==> src/rtl/adder_pkg.sv <==
// Shared types and sizing helpers for the sequential chunked adder.
// Latency: n/a (package only).
// Backpressure: n/a (package only).
package adder_pkg;

    typedef enum logic [1:0] {
        IDLE = 2'd0,
        RUN  = 2'd1,
        DONE = 2'd2
    } state_t;

    // Number of CHUNK-bit slices needed to cover WIDTH bits.
    function automatic int calc_nch(input int width, input int chunk);
        return (chunk > 0) ? (width / chunk) : 1;
    endfunction

    // Slice counter width; never below one bit so NCH=1 still has a counter.
    function automatic int calc_cnt_w(input int width, input int chunk);
        int n;
        n = calc_nch(width, chunk);
        return (n > 1) ? $clog2(n) : 1;
    endfunction

endpackage

==> src/rtl/ripple_carry_adder.sv <==
// Parametrised combinational ripple carry adder: {cout, s} = a + b + cin.
// Latency: combinational, carry ripples through all WIDTH bit positions.
// Backpressure: none (pure combinational).
// Ports: a, b operands; cin carry-in; s sum; cout carry-out.
module ripple_carry_adder #(
    parameter int WIDTH = 16
) (
    input  logic [WIDTH-1:0] a,
    input  logic [WIDTH-1:0] b,
    input  logic             cin,
    output logic [WIDTH-1:0] s,
    output logic             cout
);

    logic [WIDTH:0] cy;

    assign cy[0] = cin;

    for (genvar i = 0; i < WIDTH; i++) begin : g_bit
        assign s[i]    = a[i] ^ b[i] ^ cy[i];
        assign cy[i+1] = (a[i] & b[i]) | (cy[i] & (a[i] ^ b[i]));
    end

    assign cout = cy[WIDTH];

endmodule

==> src/rtl/seq_chunk_adder.sv <==
// Sequential WIDTH-bit add/subtract reusing one CHUNK-bit ripple slice per cycle.
// Latency: NCH = WIDTH/CHUNK cycles from accept edge to out_valid.
// Backpressure: result held until out_ready; new operands accepted in the retire cycle.
// Ports: clk/rst_n; in_valid/in_ready with a, b, c, op_sub; out_valid/out_ready with
//        S (sum/difference), C (carry-out, or NOT borrow for subtract), V (signed overflow).
module seq_chunk_adder
    import adder_pkg::*;
#(
    parameter int WIDTH = 64,
    parameter int CHUNK = 16
) (
    input  logic             clk,
    input  logic             rst_n,
    input  logic             in_valid,
    output logic             in_ready,
    input  logic [WIDTH-1:0] a,
    input  logic [WIDTH-1:0] b,
    input  logic             c,
    input  logic             op_sub,
    output logic             out_valid,
    input  logic             out_ready,
    output logic [WIDTH-1:0] S,
    output logic             C,
    output logic             V
);

    localparam int NCH = calc_nch(WIDTH, CHUNK);
    localparam int CW  = calc_cnt_w(WIDTH, CHUNK);
    localparam logic [CW-1:0] LAST = CW'(NCH - 1);

    if (CHUNK < 1 || CHUNK > WIDTH || (WIDTH % CHUNK) != 0) begin : g_bad_param
        $error("seq_chunk_adder: need 1 <= CHUNK <= WIDTH and WIDTH a multiple of CHUNK");
    end

    state_t                      state;
    state_t                      state_nxt;
    logic [NCH-1:0][CHUNK-1:0]   a_r;
    logic [NCH-1:0][CHUNK-1:0]   b_r;
    logic [NCH-1:0][CHUNK-1:0]   s_r;
    logic                        carry_r;
    logic [CW-1:0]               cnt;
    logic                        c_r;
    logic                        v_r;
    logic [CHUNK-1:0]            a_sl;
    logic [CHUNK-1:0]            b_sl;
    logic [CHUNK-1:0]            s_sl;
    logic                        cout_sl;
    logic                        last;
    logic                        accept;

    assign a_sl   = a_r[cnt];
    assign b_sl   = b_r[cnt];
    assign last   = (cnt == LAST);
    assign accept = in_valid && in_ready;

    ripple_carry_adder #(
        .WIDTH (CHUNK)
    ) u_slice (
        .a    (a_sl),
        .b    (b_sl),
        .cin  (carry_r),
        .s    (s_sl),
        .cout (cout_sl)
    );

    always_ff @(posedge clk or negedge rst_n) begin
        if (!rst_n) begin
            state <= IDLE;
        end else begin
            state <= state_nxt;
        end
    end

    always_comb begin
        state_nxt = state;
        in_ready  = 1'b0;
        out_valid = 1'b0;
        case (state)
            IDLE: begin
                in_ready = 1'b1;
                if (in_valid) begin
                    state_nxt = RUN;
                end
            end
            RUN: begin
                if (last) begin
                    state_nxt = DONE;
                end
            end
            DONE: begin
                out_valid = 1'b1;
                // Retire and accept can share a cycle, giving back-to-back operation.
                in_ready  = out_ready;
                if (out_ready) begin
                    state_nxt = in_valid ? RUN : IDLE;
                end
            end
            default: begin
                state_nxt = IDLE;
            end
        endcase
    end

    always_ff @(posedge clk or negedge rst_n) begin
        if (!rst_n) begin
            a_r     <= '0;
            b_r     <= '0;
            s_r     <= '0;
            carry_r <= 1'b0;
            cnt     <= '0;
            c_r     <= 1'b0;
            v_r     <= 1'b0;
        end else if (accept) begin
            // Subtract as a + ~b + ~c, so the slice only ever adds.
            a_r     <= a;
            b_r     <= op_sub ? ~b : b;
            carry_r <= op_sub ? ~c : c;
            cnt     <= '0;
        end else if (state == RUN) begin
            s_r[cnt] <= s_sl;
            carry_r  <= cout_sl;
            cnt      <= cnt + 1'b1;
            if (last) begin
                c_r <= cout_sl;
                // Overflow when both addends share a sign the result does not.
                v_r <= (a_r[NCH-1][CHUNK-1] == b_r[NCH-1][CHUNK-1]) &&
                       (s_sl[CHUNK-1] != a_r[NCH-1][CHUNK-1]);
            end
        end
    end

    assign S = s_r;
    assign C = c_r;
    assign V = v_r;

endmodule

==> config.mk <==
export PLATFORM = sky130hd
export DESIGN_NAME = seq_chunk_adder
export DESIGN_NICKNAME = d
export VERILOG_FILES = /design/src/rtl/adder_pkg.sv /design/src/rtl/ripple_carry_adder.sv /design/src/rtl/seq_chunk_adder.sv
export SDC_FILE = /design/constraint.sdc
export NUM_CORES = 1
export LEC_CHECK = 0
export CORE_AREA = 2 2 138 140
export DETAILED_ROUTE_END_ITERATION = 10
export DIE_AREA = 0 0 140 142
export HOLD_SLACK_MARGIN = 0.1
export PLACE_DENSITY = 0.77
export SLEW_MARGIN = 20
export SYNTH_ARGS = -nofsm -noshare
export SYNTH_HDL_FRONTEND = slang
export SYNTH_SLANG_ARGS = --single-unit
export TNS_END_PERCENT = 50
==> constraint.sdc <==
create_clock -name clk -period 9.8 [get_ports clk]
set_clock_uncertainty 0.2 [all_clocks]
set_input_delay 2.45 -clock clk [delete_from_list [all_inputs] [get_ports clk]]
set_output_delay 2.45 -clock clk [all_outputs]
set_load 0.01 [all_outputs]
# Yosys cells after proc, flatten, opt, wreduce, memory -nomap -nowiden
# Index checks and enable logic that the tools add are counted.
# Widths: inputs -> output; s select.
dict set report totals {
  reg_bits 199
  wordCells 139
  inputBits 134
  out_inout_bits 68
}
dict set report classes {
  n_lt_le_gt_ge 2
  n_bitwise 83
  reduce_logical 8
  addsub 1
  eq_ne 8
  mux 20
}
# operator count
set op_table {}
lappend op_table {{$bmux 16 s2} 2}
lappend op_table {{$bwmux 64} 1}
lappend op_table {{$mux 64} 1}
lappend op_table {{$not 64->64} 1}
lappend op_table {{$mux 16} 3}
lappend op_table {{$and 1x1->1} 32}
lappend op_table {{$demux 16 s2} 1}
lappend op_table {{$xor 1x1->1} 32}
lappend op_table {{$or 1x1->1} 16}
lappend op_table {{$mux 2} 5}
lappend op_table {{$ne 2x2->1 const B} 3}
lappend op_table {{$pmux 2 s3} 1}
lappend op_table {{$reduce_and 3->1} 2}
lappend op_table {{$mux 1} 5}
lappend op_table {{$eq 2x2->1 const B} 2}
lappend op_table {{$logic_and 1x1->1} 3}
lappend op_table {{$lt 2x3->1 const B} 1}
lappend op_table {{$add 2x1->2 const B} 1}
lappend op_table {{$eq 2x1->1 const B} 1}
lappend op_table {{$ge 2x1->1 const B} 1}
lappend op_table {{$logic_not 2->1} 1}
lappend op_table {{$not 1->1} 2}
lappend op_table {{$pmux 1 s2} 1}
lappend op_table {{$reduce_and 2->1} 1}
lappend op_table {{other kinds (3)} 3}

# Logic depth before layout (Yosys ltp)
dict set report depth {
  ltp_word 37
  mapped_depth 25
  depth_no_buf 23
}

# By module
# A second synthesis with hierarchy kept.
dict set report hier_totals {
  cells_unflattened 580
  hier_area_um2 9265.1
}
# mod cells_each area_per_inst_um2 seq_area_each_um2 n_inst
set modules_own_cells {}
lappend modules_own_cells {seq_chunk_adder 554 8907.3 4979.8 1}
lappend modules_own_cells {ripple_carry_adder 26 357.8 0.0 1}

# Worst setup path after synthesis
# No wires, ideal clock.
dict set report synth_path {
  kind {reg-to-reg}
  startpoint {register cnt[0]}
  endpoint {register v_r (netlist: V)}
  setup_ps 135
  stages_incl_launch_ff 26
  required_ps 9465
  slack_ps 1690
  arrival_ps 7775
  path_buffers 2
  period_less_slack_ps 8110
  path_cell_list {dfrtp_1 > buf_2 > buf_2 > mux4_2 > fa_1 > fa_1 > fa_1 > fa_1 > fa_1 > fa_1 > fa_1 > fa_1 > fa_1 > fa_1 > fa_1 > fa_1 > fa_1 > inv_1 > fa_1 > inv_1 > fa_1 > inv_1 > fa_1 > and3_1 > nor2_1 > o21ai_0}
}
dict set report synth_between {
  elab_chain_len 36
  elab_cells_between_ends 70
  classes_between {eq/ne: 2; mux: 4; bitwise: 62; reduce/logical: 2}
}
# item line
set synth_lines {}
lappend synth_lines {{start, declared} seq_chunk_adder.sv:41} ;# logic [CW-1:0] cnt;
lappend synth_lines {{start signal, assigned} seq_chunk_adder.sv:122} ;# cnt <= cnt + 1'b1;
lappend synth_lines {{$bmux 16 s2, on equally long branches} {seq_chunk_adder.sv:51, seq_chunk_adder.sv:52}}
lappend synth_lines {{$mux 16, on equally long branches} {seq_chunk_adder.sv:51, seq_chunk_adder.sv:52}}
lappend synth_lines {{$xor 1x1->1} ripple_carry_adder.sv:21} ;# assign cy[i+1] = (a[i] & b[i]) | (cy[i] & (a[i] ^ b[i]));
lappend synth_lines {{$and 1x1->1} ripple_carry_adder.sv:21}
lappend synth_lines {{$or 1x1->1} ripple_carry_adder.sv:21}
lappend synth_lines {{$and 1x1->1} ripple_carry_adder.sv:21}
lappend synth_lines {{$or 1x1->1} ripple_carry_adder.sv:21}
lappend synth_lines {{$and 1x1->1} ripple_carry_adder.sv:21}
lappend synth_lines {{[20 not listed]} n/a}
lappend synth_lines {{$or 1x1->1} ripple_carry_adder.sv:21}
lappend synth_lines {{$and 1x1->1} ripple_carry_adder.sv:21}
lappend synth_lines {{$or 1x1->1} ripple_carry_adder.sv:21}
lappend synth_lines {{$and 1x1->1} ripple_carry_adder.sv:21}
lappend synth_lines {{$or 1x1->1} ripple_carry_adder.sv:21}
lappend synth_lines {{$xor 1x1->1} ripple_carry_adder.sv:20} ;# assign s[i] = a[i] ^ b[i] ^ cy[i];
lappend synth_lines {{$ne 1x1->1} seq_chunk_adder.sv:127} ;# (s_sl[CHUNK-1] != a_r[NCH-1][CHUNK-1]);
lappend synth_lines {{$logic_and 1x1->1} seq_chunk_adder.sv:126} ;# v_r <= (a_r[NCH-1][CHUNK-1] == b_r[NCH-1][CHUNK-1]) &&
lappend synth_lines {{end signal, assigned} seq_chunk_adder.sv:126}
lappend synth_lines {{end, declared} seq_chunk_adder.sv:43} ;# logic v_r;
# Several ways; a longest one is shown, not always the timed one. The select of a mux whose other input is x is not followed.
# A chain may end at the register's enable or synchronous reset.

# Final worst setup path
# Same ends and word-level chain as after synthesis.

==> impl_metrics.prom <==
# TYPE chip_impl_metric gauge
chip_impl_info{name="status",value="finished with violations"} 1
chip_impl_info{name="violations",value="DRC"} 1
chip_impl_metric{name="cts.repair.resized",unit=""} 0
chip_impl_metric{name="power_switching_share",unit="%"} 35.7
chip_impl_info{name="critical_path.endpoint_type",value="flip-flop"} 1
chip_impl_metric{name="worst_case_reg_to_reg_path_depth",unit=""} 23
chip_impl_metric{name="floorplan_row_count",unit=""} 50
chip_impl_info{name="ys.flop_type",value="sky130_fd_sc_hd__dfrtp_1"} 1
chip_impl_metric{name="n_fill_cell",unit=""} 1316
chip_impl_metric{name="dr_total_vias",unit=""} 5387
chip_impl_metric{name="leakagePower",unit="uW"} 0.00496
chip_impl_info{name="timing.critical_path.from",value="cnt[0]"} 1
chip_impl_metric{name="viasPerCell",unit=""} 5.26
chip_impl_metric{name="antenna_found_initial",unit=""} 0
chip_impl_metric{name="sink_count_of_the_clock_tree",unit=""} 199
chip_impl_info{name="mostFrequentLayoutCell",value="sky130_fd_sc_hd__clkdlybuf4s50_1"} 1
chip_impl_metric{name="dr.pass1.iters",unit=""} 8
chip_impl_metric{name="drt_iter0_drc",unit=""} 258
chip_impl_metric{name="synth_seq_cells",unit=""} 199
chip_impl_metric{name="switching_power_summed_over_all_nets",unit="uW"} 1600
chip_impl_info{name="crit_path_end",value="V"} 1
chip_impl_metric{name="wl_per_cell",unit="um"} 19.6
chip_impl_metric{name="io_pins",unit=""} 202
chip_impl_metric{name="htree_levels",unit=""} 4
chip_impl_metric{name="final_layout_size_suffix_gt1_share",unit="%"} 23.5
chip_impl_metric{name="cp_data_required_time",unit="ns"} 9.90
chip_impl_info{name="timing.rr.start",value="cnt[0]"} 1
chip_impl_metric{name="maxCapViolations",unit=""} 0
chip_impl_info{name="root_buffer",value="sky130_fd_sc_hd__clkbuf_16"} 1
chip_impl_metric{name="async_reset_ff_share",unit="%"} 100
chip_impl_metric{name="cts-hold-fix-buffers",unit=""} 0
chip_impl_metric{name="design.core.area",unit="um^2"} 18500
chip_impl_metric{name="setup.reg_to_reg.worst_slack",unit="ns"} 1.22
chip_impl_info{name="rsz0062_at_grt",value="false"} 1
chip_impl_info{name="worstReg2RegEnd",value="V"} 1
chip_impl_metric{name="yosys_warnings",unit=""} 0
chip_impl_metric{name="worstSkewPairLatency",unit="ns"} 0.42
chip_impl_metric{name="grt_start_max_net_pins",unit=""} 110
chip_impl_metric{name="synth_edf_count",unit=""} 0
chip_impl_metric{name="sequential_share_of_the_synthesized_area",unit="%"} 54.0
chip_impl_metric{name="global_route_wire_length_before_repair",unit="um"} 32000
chip_impl_metric{name="tightest_slew",unit="ns"} 0.986
chip_impl_metric{name="post-route-util",unit="%"} 64.8
chip_impl_info{name="worst_hold_path_type",value="reg2reg"} 1
chip_impl_metric{name="slew_hr",unit="%"} 34.3
chip_impl_metric{name="synth_area_per_cell",unit="um^2"} 15.7
chip_impl_metric{name="drc_errors",unit=""} 13
chip_impl_info{name="hold_path.startpoint",value="a_r[57]"} 1
chip_impl_metric{name="first_global_vias",unit=""} 5910
chip_impl_metric{name="area.growth.synth_to_final",unit="%"} 29.7
chip_impl_info{name="cts_tree",value="built"} 1
chip_impl_info{name="final_cell_mix",value="199 x sky130_fd_sc_hd__clkdlybuf4s50_1, 197 x sky130_fd_sc_hd__dfrtp_1, 108 x sky130_fd_sc_hd__mux2_2"} 1
chip_impl_metric{name="cellPowerDensity",unit="nW/um^2"} 375
chip_impl_metric{name="seqPwrFrac",unit="%"} 33.9
chip_impl_metric{name="finalHoldViolCount",unit=""} 0
chip_impl_metric{name="globalplace.congestion",unit=""} 0.738
chip_impl_metric{name="report.final.setup_viol",unit=""} 0
chip_impl_metric{name="clock_power_share",unit="%"} 15.6
chip_impl_metric{name="dieArea",unit="um^2"} 19900
chip_impl_metric{name="clock_slew_at_reported_path_ffs",unit="ns"} 0.07
chip_impl_metric{name="gr-total-overflow",unit=""} 0
chip_impl_metric{name="nets",unit=""} 931
chip_impl_metric{name="num_antenna_cells",unit=""} 0
chip_impl_info{name="criticalPathCategory",value="reg2reg"} 1
chip_impl_metric{name="post_cts_setup_buffers",unit=""} 0
chip_impl_metric{name="p_int",unit="uW"} 2880
chip_impl_metric{name="die-height",unit="um"} 142
chip_impl_metric{name="hpwl_after_detailed_placement",unit="um"} 14600
chip_impl_metric{name="final.min_clock_period",unit="ns"} 8.58
chip_impl_metric{name="starting_utilization_of_the_core_area",unit="%"} 50.0
chip_impl_metric{name="synth.lib_cells_used.distinct",unit=""} 29
chip_impl_metric{name="postRouteAntennaNets",unit=""} 0
chip_impl_info{name="setup.worst_path.start_class",value="flip-flop"} 1
chip_impl_metric{name="detail_route.wirelength",unit="um"} 20100
chip_impl_metric{name="max_freq",unit="GHz"} 0.117
chip_impl_metric{name="port_buffers",unit=""} 201
chip_impl_metric{name="layout_worst_path_cycle_share",unit="%"} 87.5
chip_impl_metric{name="cts_buffer_depth",unit=""} 2
chip_impl_metric{name="syn-instance-count",unit=""} 587
chip_impl_metric{name="critical_path.max_fanout",unit=""} 19
chip_impl_metric{name="fp.dieW",unit="um"} 140
chip_impl_metric{name="track_usage",unit="%"} 21.1
chip_impl_metric{name="synth.cell_area",unit="um^2"} 9220
chip_impl_metric{name="number_of_clock_buffers_inserted_by_tritoncts",unit=""} 17
chip_impl_metric{name="timing.critical_path.arrival",unit="ns"} 8.68
chip_impl_metric{name="timing_max_transition_violations_final",unit=""} 0
chip_impl_metric{name="placement.setup.worst_slack",unit="ns"} 1.15
chip_impl_metric{name="combinationalPowerShare",unit="%"} 50.5
chip_impl_metric{name="postSynthNetCount",unit=""} 741
chip_impl_metric{name="fin_tns_setup",unit="ns"} 0
chip_impl_metric{name="finalWorstSetupSlack",unit="ns"} 1.22
chip_impl_metric{name="peakVddDrop",unit="uV"} 177
-- synthesized netlist by cell type, drive strengths merged, types with 2 or more instances --
| library cell | number | share of area (%) |
|---|---|---|
| dfrtp | 199 | 54 |
| mux2 | 184 | 22 |
| xor2 | 64 | 6.1 |
| mux4 | 32 | 7.8 |
| buf | 30 | 2.2 |
| fa | 16 | 3.5 |
| inv | 11 | 0.45 |
| nand2 | 10 | 0.41 |
| o21ai | 10 | 0.54 |
| clkbuf | 6 | 0.24 |
| ha | 4 | 0.54 |
| nand3b | 4 | 0.45 |
| nor2 | 3 | 0.12 |
| a21oi | 2 | 0.11 |
| mux2i | 2 | 0.22 |
| xnor2 | 2 | 0.19 |
-- power by group through the flow --
stage | logic [uW] | registers [uW] | clock network [uW]
4_1_cts | 2280 | 1520 | 710
2_1_floorplan | 1440 | 1480 | 0
6_report | 2260 | 1520 | 701
3_3_place_gp | 2150 | 1500 | 0
5_1_grt | 2450 | 1570 | 743
3_5_place_dp | 2270 | 1540 | 0
-- logic make-up (layout without fill, tap and decap cells) --
kind of cell             count (synthesis)  in the layout  synth area share, %
buffers and inverters                   47            250                 2.89
multiplexers                           218            218                 30.5
XOR/XNOR                                66             66                 6.27
AND/OR/NAND/NOR                         22             22                 1.32
AO/OA/AOI/OAI                           15             15                0.977
flip-flops                             199            199                 54.0
adder cells (fa/ha/maj)                 20             20                 4.02
-- metal layers --
layer / vias up / wire length (um) / track usage [%]
li1: 2436 / - / -
met1: 2780 / 8920 / 29.3
met2: 152 / 9920 / 34.3
met3: 19 / 889 / 3.67
met4: 0 / 332 / 6.65
met5: - / 0 / 0
-- flip-flops by register name, summed over array words and instances (netlist names) --
| register | flops |
|---|---|
| C | 1 |
| S | 64 |
| V | 1 |
| a_r | 64 |
| b_r | 64 |
| carry_r | 1 |
| cnt | 2 |
| state | 2 |
-- layout make-up --
class | instances | area, um^2 | share of cell area (%)
flip-flops and latches | 199 | 4980 | 41.7
inverters | 11 | 41.3 | 0.345
repair buffers | 207 | 2070 | 17.3
well taps | 234 | 293 | 2.45
clock buffers | 20 | 447 | 3.74
multi-input cells | 341 | 3980 | 33.3
clock inverters | 12 | 140 | 1.17
-- how the worst min path moves through the flow --
stage | endpoint | slack (ns) | depth (start not counted)
finish | a_r[57] | 0.28 | 1
global route | a_r[57] | 0.30 | 1
CTS | a_r[57] | 0.29 | 1
detailed placement | a_r[57] | 0.27 | 1
global placement | a_r[32] | 0.26 | 1
floorplan | a_r[32] | 0.25 | 1
-- metrics by stage --
stage / hold WS, ns / cell area [um^2] / total power, uW / cells
after floorplan: 0.252 / 9220 / 2930 / 587
after global placement: 0.261 / 11300 / 3650 / 991
after detailed placement: 0.269 / 11300 / 3800 / 991
after CTS: 0.285 / 11900 / 4520 / 1023
after global routing: 0.295 / 12000 / 4770 / 1024
final: 0.283 / 12000 / 4480 / 1024
-- worst max-delay path, cell delays in order, from the launching register on --
cell and delay, ns:
sky130_fd_sc_hd__dfrtp_2 0.78, sky130_fd_sc_hd__mux4_2 0.61, sky130_fd_sc_hd__fa_1 0.43, sky130_fd_sc_hd__fa_1 0.40
sky130_fd_sc_hd__fa_1 0.39, sky130_fd_sc_hd__fa_1 0.39, sky130_fd_sc_hd__fa_1 0.40, sky130_fd_sc_hd__fa_1 0.39
sky130_fd_sc_hd__fa_1 0.39, sky130_fd_sc_hd__fa_1 0.43, sky130_fd_sc_hd__fa_1 0.41, sky130_fd_sc_hd__fa_1 0.42
sky130_fd_sc_hd__fa_1 0.41, sky130_fd_sc_hd__fa_1 0.41, sky130_fd_sc_hd__fa_1 0.37, sky130_fd_sc_hd__inv_1 0.07
sky130_fd_sc_hd__fa_1 0.16, sky130_fd_sc_hd__inv_1 0.05, sky130_fd_sc_hd__fa_1 0.36, sky130_fd_sc_hd__inv_1 0.08
sky130_fd_sc_hd__fa_1 0.48, sky130_fd_sc_hd__and3_1 0.22, sky130_fd_sc_hd__nor2_1 0.08, sky130_fd_sc_hd__o21ai_0 0.08
No activity file was read; power rests on OpenSTA's default activity.
